$ cat src/rtl/div_pkg.sv
// Shared definitions for the sequential signed divider: default widths and
// FSM state encoding.
package div_pkg;

    localparam int NA_DEF = 8;
    localparam int NB_DEF = 8;

    localparam logic [2:0] ST_IDLE = 3'd0;
    localparam logic [2:0] ST_PREP = 3'd1;
    localparam logic [2:0] ST_ITER = 3'd2;
    localparam logic [2:0] ST_FIX  = 3'd3;
    localparam logic [2:0] ST_DONE = 3'd4;

    typedef enum logic [2:0] {
        IDLE = ST_IDLE,
        PREP = ST_PREP,
        ITER = ST_ITER,
        FIX  = ST_FIX,
        DONE = ST_DONE
    } state_t;

endpackage

$ cat src/rtl/div_step.sv
// One radix-2 restoring division step: shift in the next dividend bit,
// trial-subtract the divisor magnitude, keep or restore.
module div_step #(
    parameter int W = 9
) (
    input  logic [W-1:0] rem,
    input  logic         bit_in,
    input  logic [W-1:0] b_mag,
    output logic [W-1:0] rem_nxt,
    output logic         q_bit
);

    logic [W:0] shifted;
    logic [W:0] diff;

    assign shifted = {rem, bit_in};
    assign diff    = shifted - {1'b0, b_mag};
    assign q_bit   = ~diff[W];
    assign rem_nxt = q_bit ? diff[W-1:0] : shifted[W-1:0];

endmodule

$ cat src/rtl/seq_divider.sv
// Sequential signed divider (truncating toward zero) with valid/ready
// handshakes on both sides and a fixed NA+2 cycle latency.
//
// state | meaning
// IDLE  | in_ready high, waiting for operands
// PREP  | latch magnitudes and result signs, load counter
// ITER  | one restoring step per cycle, NA cycles
// FIX   | apply signs and special cases, register results
// DONE  | out_valid high until out_ready
module seq_divider
    import div_pkg::*;
#(
    parameter int NA = NA_DEF,
    parameter int NB = NB_DEF
) (
    input  logic          clk,
    input  logic          rst,
    input  logic [NA-1:0] A_in,
    input  logic [NB-1:0] B_in,
    input  logic          in_valid,
    output logic          in_ready,
    output logic [NA-1:0] Q_out,
    output logic [NB-1:0] R_out,
    output logic          div_zero,
    output logic          ovf,
    output logic          out_valid,
    input  logic          out_ready
);

    localparam int CW = $clog2(NA);

    state_t state, state_nxt;

    logic [NA-1:0] a_reg;
    logic [NB-1:0] b_reg;
    logic [NA:0]   a_sh;
    logic [NB:0]   b_mag;
    logic [NB:0]   rem;
    logic [NA-1:0] q_mag;
    logic [CW-1:0] cnt;
    logic          q_neg;
    logic          r_neg;
    logic [NA-1:0] q_out_r;
    logic [NB-1:0] r_out_r;
    logic          dz_r;
    logic          ovf_r;

    logic [NA:0]   a_ext, a_abs;
    logic [NB:0]   b_ext, b_abs;
    logic [NB:0]   rem_nxt;
    logic          q_bit;
    logic          dz_c, ovf_c;

    assign a_ext = {a_reg[NA-1], a_reg};
    assign b_ext = {b_reg[NB-1], b_reg};
    assign a_abs = a_reg[NA-1] ? -a_ext : a_ext;
    assign b_abs = b_reg[NB-1] ? -b_ext : b_ext;
    assign dz_c  = (b_reg == '0);
    assign ovf_c = (a_reg == {1'b1, {(NA-1){1'b0}}}) && (b_reg == '1);

    div_step #(.W(NB + 1)) u_step (
        .rem     (rem),
        .bit_in  (a_sh[NA-1]),
        .b_mag   (b_mag),
        .rem_nxt (rem_nxt),
        .q_bit   (q_bit)
    );

    always_ff @(posedge clk) begin
        if (rst) begin
            state <= IDLE;
        end else begin
            state <= state_nxt;
        end
    end

    always_comb begin
        state_nxt = state;
        case (state)
            IDLE:    if (in_valid) state_nxt = PREP;
            PREP:    state_nxt = ITER;
            ITER:    if (cnt == '0) state_nxt = FIX;
            FIX:     state_nxt = DONE;
            DONE:    if (out_ready) state_nxt = IDLE;
            default: state_nxt = IDLE;
        endcase
    end

    always_ff @(posedge clk) begin
        if (rst) begin
            a_reg   <= '0;
            b_reg   <= '0;
            a_sh    <= '0;
            b_mag   <= '0;
            rem     <= '0;
            q_mag   <= '0;
            cnt     <= '0;
            q_neg   <= 1'b0;
            r_neg   <= 1'b0;
            q_out_r <= '0;
            r_out_r <= '0;
            dz_r    <= 1'b0;
            ovf_r   <= 1'b0;
        end else begin
            case (state)
                IDLE: begin
                    if (in_valid) begin
                        a_reg <= A_in;
                        b_reg <= B_in;
                    end
                end
                PREP: begin
                    a_sh  <= a_abs;
                    b_mag <= b_abs;
                    q_neg <= a_reg[NA-1] ^ b_reg[NB-1];
                    r_neg <= a_reg[NA-1];
                    rem   <= '0;
                    q_mag <= '0;
                    cnt   <= CW'(NA - 1);
                end
                ITER: begin
                    rem   <= rem_nxt;
                    q_mag <= {q_mag[NA-2:0], q_bit};
                    // Rotate so the next magnitude bit is always at NA-1.
                    a_sh  <= {a_sh[NA-1:0], a_sh[NA]};
                    cnt   <= cnt - CW'(1);
                end
                FIX: begin
                    dz_r  <= dz_c;
                    ovf_r <= ovf_c;
                    if (dz_c) begin
                        q_out_r <= '1;
                        r_out_r <= '0;
                    end else begin
                        // Most-negative / -1 wraps to itself through the negation.
                        q_out_r <= q_neg ? -q_mag : q_mag;
                        r_out_r <= r_neg ? -rem[NB-1:0] : rem[NB-1:0];
                    end
                end
                default: ;
            endcase
        end
    end

    assign in_ready  = (state == IDLE);
    assign out_valid = (state == DONE);
    assign div_zero  = out_valid & dz_r;
    assign ovf       = out_valid & ovf_r;
    assign Q_out     = q_out_r;
    assign R_out     = r_out_r;

endmodule

$ cat config.mk
export PLATFORM = sky130hd
export DESIGN_NAME = seq_divider
export DESIGN_NICKNAME = d
export VERILOG_FILES = /design/src/rtl/div_pkg.sv /design/src/rtl/div_step.sv /design/src/rtl/seq_divider.sv
export SDC_FILE = /design/constraint.sdc
export NUM_CORES = 1
export LEC_CHECK = 0
export ABC_CLOCK_PERIOD_IN_PS = 2400
export CORE_UTILIZATION = 40
export CTS_BUF_LIST = sky130_fd_sc_hd__clkbuf_2 sky130_fd_sc_hd__clkbuf_4 sky130_fd_sc_hd__clkbuf_8
export DETAILED_ROUTE_END_ITERATION = 8
export GPL_TIMING_DRIVEN = 0
export HOLD_SLACK_MARGIN = 0.15
export PLACE_DENSITY = 0.62
export SLEW_MARGIN = 20
export SYNTH_ARGS = -nofsm -noshare
export SYNTH_HDL_FRONTEND = slang
export SYNTH_SLANG_ARGS = --single-unit
$ cat constraint.sdc
create_clock -name clk -period 2.4 [get_ports clk]
set_input_delay 0.6 -clock clk [delete_from_list [all_inputs] [get_ports clk]]
set_output_delay 0.6 -clock clk [all_outputs]
set_load 0.03 [all_outputs]
==> flow_metrics.env, run 1 <==
export IMPL_cts_buffers=9
export IMPL_cts_sinks=77
export IMPL_cp_cell_sequence="buf_2 > nor3b_2 > and2_1 > dlygate4sd2_1"
export IMPL_synth_top_area_cell="dfxtp_1"
export IMPL_synth_top_cell_area_share=0.398
export IMPL_wl_um=8560
export IMPL_setup_ws_ns=0.136
export IMPL_drive_above_1_share=0.0683
export IMPL_core_um2=9330
export IMPL_fin_nets=559
export IMPL_path_buf_inv=2
export IMPL_ios=40
export IMPL_synth_commonest_cells="dfxtp_1, nand2_1, nor2_1, a21oi_1, inv_1"
export IMPL_clock_fmax_mhz=442
export IMPL_maxCapViolations=0
export IMPL_vias_per_cell=5.01
export IMPL_drt_first_pass_iters=4
export IMPL_fp_dieH_um=100
export IMPL_diodes=0
export IMPL_ant_nets=0
export IMPL_dieArea_um2=10100
export IMPL_fin_crit_sh=0.943
export IMPL_finalCriticalPeriod_ns=2.26
export IMPL_status="finished clean"
export IMPL_tightest_slew_ns=0.883
export IMPL_cts_tree="done"
export IMPL_layoutNonFillerInstCount=656
export IMPL_nFillCells=945
export IMPL_die_w_um=100
export IMPL_cpPeakStageDelay_ns=0.39
export IMPL_dp_cells=640
export IMPL_setup_viol=0
export IMPL_drtIter0Drc=107
export IMPL_portBuffers=38
export IMPL_cts_hold_buf=0
export IMPL_drcViolationCount=0
export IMPL_cp_start_kind="register"
export IMPL_synth_nets=510
export IMPL_grt_pass1_vias=3128
export IMPL_finalCoreUtilization=0.495
export IMPL_clock_skew_ns=0.00990
export IMPL_hold_violations=0
export IMPL_synth_area_per_cell_um2=8.19
export IMPL_slew_headroom=0.407
export IMPL_cts_clk_slew_worst_paths_ns=0.08
export IMPL_crit_family="buffers and inverters"
export IMPL_synth_edf_count=0
export IMPL_globalplace_congestion=0.855
export IMPL_netlist_area_um2=3870
export IMPL_ys_seq_elements=77
export IMPL_register_area_um2=1550
export IMPL_ir_drop_v=0.000457
export IMPL_ys_types=51
export IMPL_syn_instance_count=473
export IMPL_postCtsSetupBuffers=0
export IMPL_wl_per_cell_um=13.0
export IMPL_rows=35
export IMPL_antenna_found_initial=0
export IMPL_reg_top3="a_sh: 9 flops, b_mag: 9 flops, rem: 9 flops"
export IMPL_h_tree_depth=3
export IMPL_multi_input_area_um2=2120
export IMPL_synthTopCellsByArea="dfxtp_1, nand2_1, nor2_1"
export IMPL_clkLatencyLatePin_ns=0.35
export IMPL_cts_root_buf="clkbuf_8"
export IMPL_cp_slowest_cell="dlygate4sd2_1"
export IMPL_pwr_density_cell_nw_per_um2=785
export IMPL_initial_core_util=0.415
export IMPL_required_ns=1.80
export IMPL_synth_most_common_cell="dfxtp_1"
export IMPL_ys_seq_area_frac=0.398
export IMPL_hpwl_um=6430
export IMPL_gr_usage_all_layers=0.183
export IMPL_critPathKind="reg -> out"
export IMPL_p_leak_nw=1.71
export IMPL_syn2layout_area_growth_pct=19.2
export IMPL_grt_pass1_wl_um=14500
export IMPL_vias=3285
export IMPL_dp_slack_ns=-0.146
export IMPL_endpoint_kind="output pin"
export IMPL_yosys_most_used_dff="dfxtp_1"
export IMPL_slew_violations=0
export IMPL_hp_class="reg -> reg"
export IMPL_rsz0062_at_grt="false"
export IMPL_ys_warn_count=0
export IMPL_cp_max_fo=10
export IMPL_async_reset_ff_frac=0
export IMPL_grt_max_degree=14
export IMPL_worstPathArrival_ns=1.66
export IMPL_clockBufferDepth=2
export IMPL_grt_overflow_total=0
==> cell usage in the layout (no fill, tap or decap), types with 16 or more instances in the layout <==
cell / count
inv_1: 24
dfxtp_1: 74
xnor2_1: 17
a22oi_1: 22
nand2_1: 70
a21oi_1: 30
nor2_1: 59
ha_1: 16
clkdlybuf4s50_1: 34
clkbuf_1: 20
a211oi_1: 16
==> worst paths after layout <==
check | startpoint | to | slack, ns | depth (start not counted)
setup / recovery | state[2] | ovf | 0.14 | 4
hold / removal | b_mag[8] | b_mag[8] | 0.46 | 2
setup reg to reg | rem[1] | rem[0] | 0.14 | 8
hold reg to reg | b_mag[8] | b_mag[8] | 0.46 | 2
==> metal layers <==
layer,track usage,share of wire,vias to the layer above
met2,0.301,0.44,62
met3,0.0272,0.029,19
met5,0,0,-
li1,-,-,1725
met4,0.0758,0.025,0
met1,0.241,0.51,1479
==> worst register-to-register path: cells and delay by family (launching register included) <==
| kind | cells | cell delay (ns) |
|---|---|---|
| compound gates | 4 | 0.70 |
| mux | 1 | 0.34 |
| simple gates | 1 | 0.22 |
| flops | 1 | 0.43 |
| buf+inv | 1 | 0.21 |
| fa+ha+maj | 1 | 0.30 |
==> cell type report <==
cell class,instances,area share
Multi-Input combinational cell,343,0.460
Sequential cell,77,0.334
Timing Repair Buffer,38,0.0812
Tap cell,129,0.0349
Clock buffer,10,0.0298
Buffer,29,0.0271
Inverter,24,0.0195
Clock inverter,6,0.0135
==> cells by family (layout without fill, tap and decap cells) <==
group | Yosys count | count (layout) | share of synthesized area
mux | 12 | 12 | 0.0313
simple gates | 175 | 175 | 0.202
compound gates | 111 | 111 | 0.193
buf+inv | 53 | 107 | 0.0555
fa+ha+maj | 17 | 17 | 0.0568
flops | 77 | 77 | 0.398
xor+xnor | 28 | 28 | 0.0633
==> power breakdown <==
group          total (mW)  switching (mW)  leakage [nW]  internal (mW)
combinational        1.17           0.657         0.981          0.509
clock               0.998           0.491         0.106          0.507
sequential           1.46          0.0838         0.627           1.38
total                3.63            1.23          1.71           2.39
==> per-stage QoR <==
step	hold slack (ns)	TNS (ns)	total power, mW	cell area [um^2]
2_1_floorplan	0.430	0	2.39	3870
3_3_place_gp	0.446	-0.721	2.64	4420
3_5_place_dp	0.449	-1.29	2.66	4420
4_1_cts	0.462	0	3.65	4620
5_1_grt	0.484	0	3.84	4620
6_report	0.455	0	3.63	4620
==> repair_timing <==
action	in CTS	in global routing
gates resized for setup	5	3
setup endpoints to repair	4	1
gates cloned	0	0
endpoints found under the hold margin	0	0
No activity file was read; power rests on OpenSTA's default activity.
==> run 2, diff against run 1 <==
- ABC_CLOCK_PERIOD_IN_PS: 2400 -> 2200
- CTS_CLUSTER_DIAMETER: default -> 60
- SKIP_CTS_REPAIR_TIMING: default -> 1
- clock period: 2.4 -> 2.2 ns (I/O delays scaled with it)
==> run 2 against run 1 <==
Against the previous run:
- final area grew 4.3%
- worst setup slack got worse by 0.093 ns
- highest routed layer unchanged
- critical path depth up 6
- count of clock-buffer cells in the layout grew 1
- final cell count increased by 1.7%
- total power grew 15%
- hold slack gained 0.0053 ns
- critical endpoint is now rem[0]
==> flow_metrics.env, run 2 (synthesized netlist as in run 1, its figures left out) <==
export IMPL_dp_cells=640
export IMPL_setup_ws_ns=0.0435
export IMPL_combinationalPowerShare=0.384
export IMPL_reg2reg_from="b_mag[6]"
export IMPL_gr_usage_all_layers=0.182
export IMPL_finalCriticalPeriod_ns=2.16
export IMPL_cp_start_kind="register"
export IMPL_vias_per_cell=5.03
export IMPL_reg_top3="a_sh: 9 flops, b_mag: 9 flops, rem: 9 flops"
export IMPL_wl_um=8900
export IMPL_design_area_um2=4820
export IMPL_slew_violations=0
export IMPL_critPathKind="reg -> reg"
export IMPL_worstPathArrival_ns=2.44
export IMPL_cts_root_buf="clkbuf_8"
export IMPL_dp_slack_ns=-0.280
export IMPL_final_cell_mix="nand2_1, dfxtp_1, nor2_1, clkdlybuf4s50_1, a21oi_1"
export IMPL_required_ns=2.49
export IMPL_dieArea_um2=10100
export IMPL_cpPeakStageDelay_ns=0.35
export IMPL_portBuffers=38
export IMPL_hold_violations=0
export IMPL_p_sw_frac=0.343
export IMPL_drtIter0Drc=118
export IMPL_initial_core_util=0.415
export IMPL_clock_skew_ns=0.0138
export IMPL_cp_slowest_cell="dfxtp_1"
export IMPL_die_w_um=100
export IMPL_cts_sinks=77
export IMPL_grt_pass1_wl_um=14500
export IMPL_status="finished clean"
export IMPL_ir_drop_v=0.000373
export IMPL_final_common_cell="nand2_1"
export IMPL_rsz0062_at_grt="true"
export IMPL_p_leak_nw=1.78
export IMPL_vias=3357
export IMPL_ios=40
export IMPL_slew_headroom=0.566
export IMPL_finalCoreUtilization=0.517
export IMPL_rows=35
export IMPL_grt_max_degree=14
export IMPL_drt_first_pass_iters=4
export IMPL_crit_family="compound AO/OA/AOI/OAI gates"
export IMPL_power_mw=4.18
export IMPL_tightest_slew_ns=0.648
export IMPL_cp_startpoint="b_mag[6]"
export IMPL_clkLatencyLatePin_ns=0.35
export IMPL_cp_cell_sequence="inv_1 > ha_4 > a21o_1 > a211oi_2 > o21ai_1 > a311oi_2 > buf_6 > buf_6 > mux2_4 > o21ai_2"
export IMPL_setup_viol=0
export IMPL_cp_max_fo=6
export IMPL_p_sw_mw=1.44
export IMPL_pwr_density_cell_nw_per_um2=868
export IMPL_wl_per_cell_um=13.3
export IMPL_diodes=0
export IMPL_fin_crit_sh=0.980
export IMPL_maxCapViolations=0
export IMPL_cts_tree="done"
export IMPL_cts_clk_slew_worst_paths_ns=0.08
export IMPL_clockBufferDepth=2
export IMPL_syn2layout_area_growth_pct=24.4
export IMPL_p_int_mw=2.75
export IMPL_endpoint_kind="register"
export IMPL_drcViolationCount=0
export IMPL_fin_nets=570
export IMPL_clock_fmax_mhz=464
export IMPL_hold_slack_ns=0.461
export IMPL_layoutNonFillerInstCount=667
export IMPL_clockPowerShare=0.233
export IMPL_antenna_found_initial=0
export IMPL_grt_pass1_vias=3056
export IMPL_hp_class="reg -> reg"
export IMPL_cts_buffers=9
export IMPL_fin_tns_setup_ns=0
export IMPL_core_um2=9330
export IMPL_postPlaceCellArea_um2=4420
export IMPL_path_buf_inv=3
export IMPL_globalplace_congestion=0.860
export IMPL_grt_overflow_total=0
export IMPL_fp_dieH_um=100
export IMPL_h_tree_depth=3
export IMPL_power_frac_seq=0.383
export IMPL_min_from="a_sh[2]"
export IMPL_ant_nets=0
export IMPL_drive_above_1_share=0.134
export IMPL_path_common_cell="buf_6"
export IMPL_hpwl_um=6500
run 2: worst reg2reg max path: stages, from the launching register on:
cell	delay [ns]
dfxtp_1	0.35
inv_1	0.08
ha_4	0.26
a21o_1	0.18
a211oi_2	0.23
o21ai_1	0.12
a311oi_2	0.21
buf_6	0.17
buf_6	0.10
mux2_4	0.29
o21ai_2	0.10
run 2: path summary, 6_finish.rpt:
| check | to | slack [ns] | cells past startpoint |
|---|---|---|---|
| hold / removal | a_sh[2] | 0.46 | 2 |
| setup reg to reg | rem[0] | 0.04 | 10 |
| setup / recovery | rem[0] | 0.04 | 10 |
| hold reg to reg | a_sh[2] | 0.46 | 2 |
run 2: per-layer routing:
layer  global-route usage  vias to the layer above  share of wire
met3               0.0279                       16          0.029
met2                0.301                       67           0.46
li1                     -                     1738              -
met1                0.240                     1536           0.49
met4               0.0713                        0          0.019
met5                    0                        -              0
run 2: layout make-up:
type                    count  area, um^2
fillers                   903        4510
multi-input cells         343        2240
flip-flops and latches     77        1560
repair buffers             49         465
well taps                 129         161
clock buffers              11         145
plain buffers              29         125
inverters                  24        92.6
clock inverters             5        36.3
run 2: power by group through the flow:
stage                     combinational (mW)  clock (mW)  sequential, mW
after floorplan                        0.991           0            1.62
after global placement                  1.26           0            1.62
after detailed placement                1.28           0            1.63
after CTS                               1.28       0.999            1.60
after global routing                    1.75        1.05            1.62
final                                   1.61       0.976            1.60
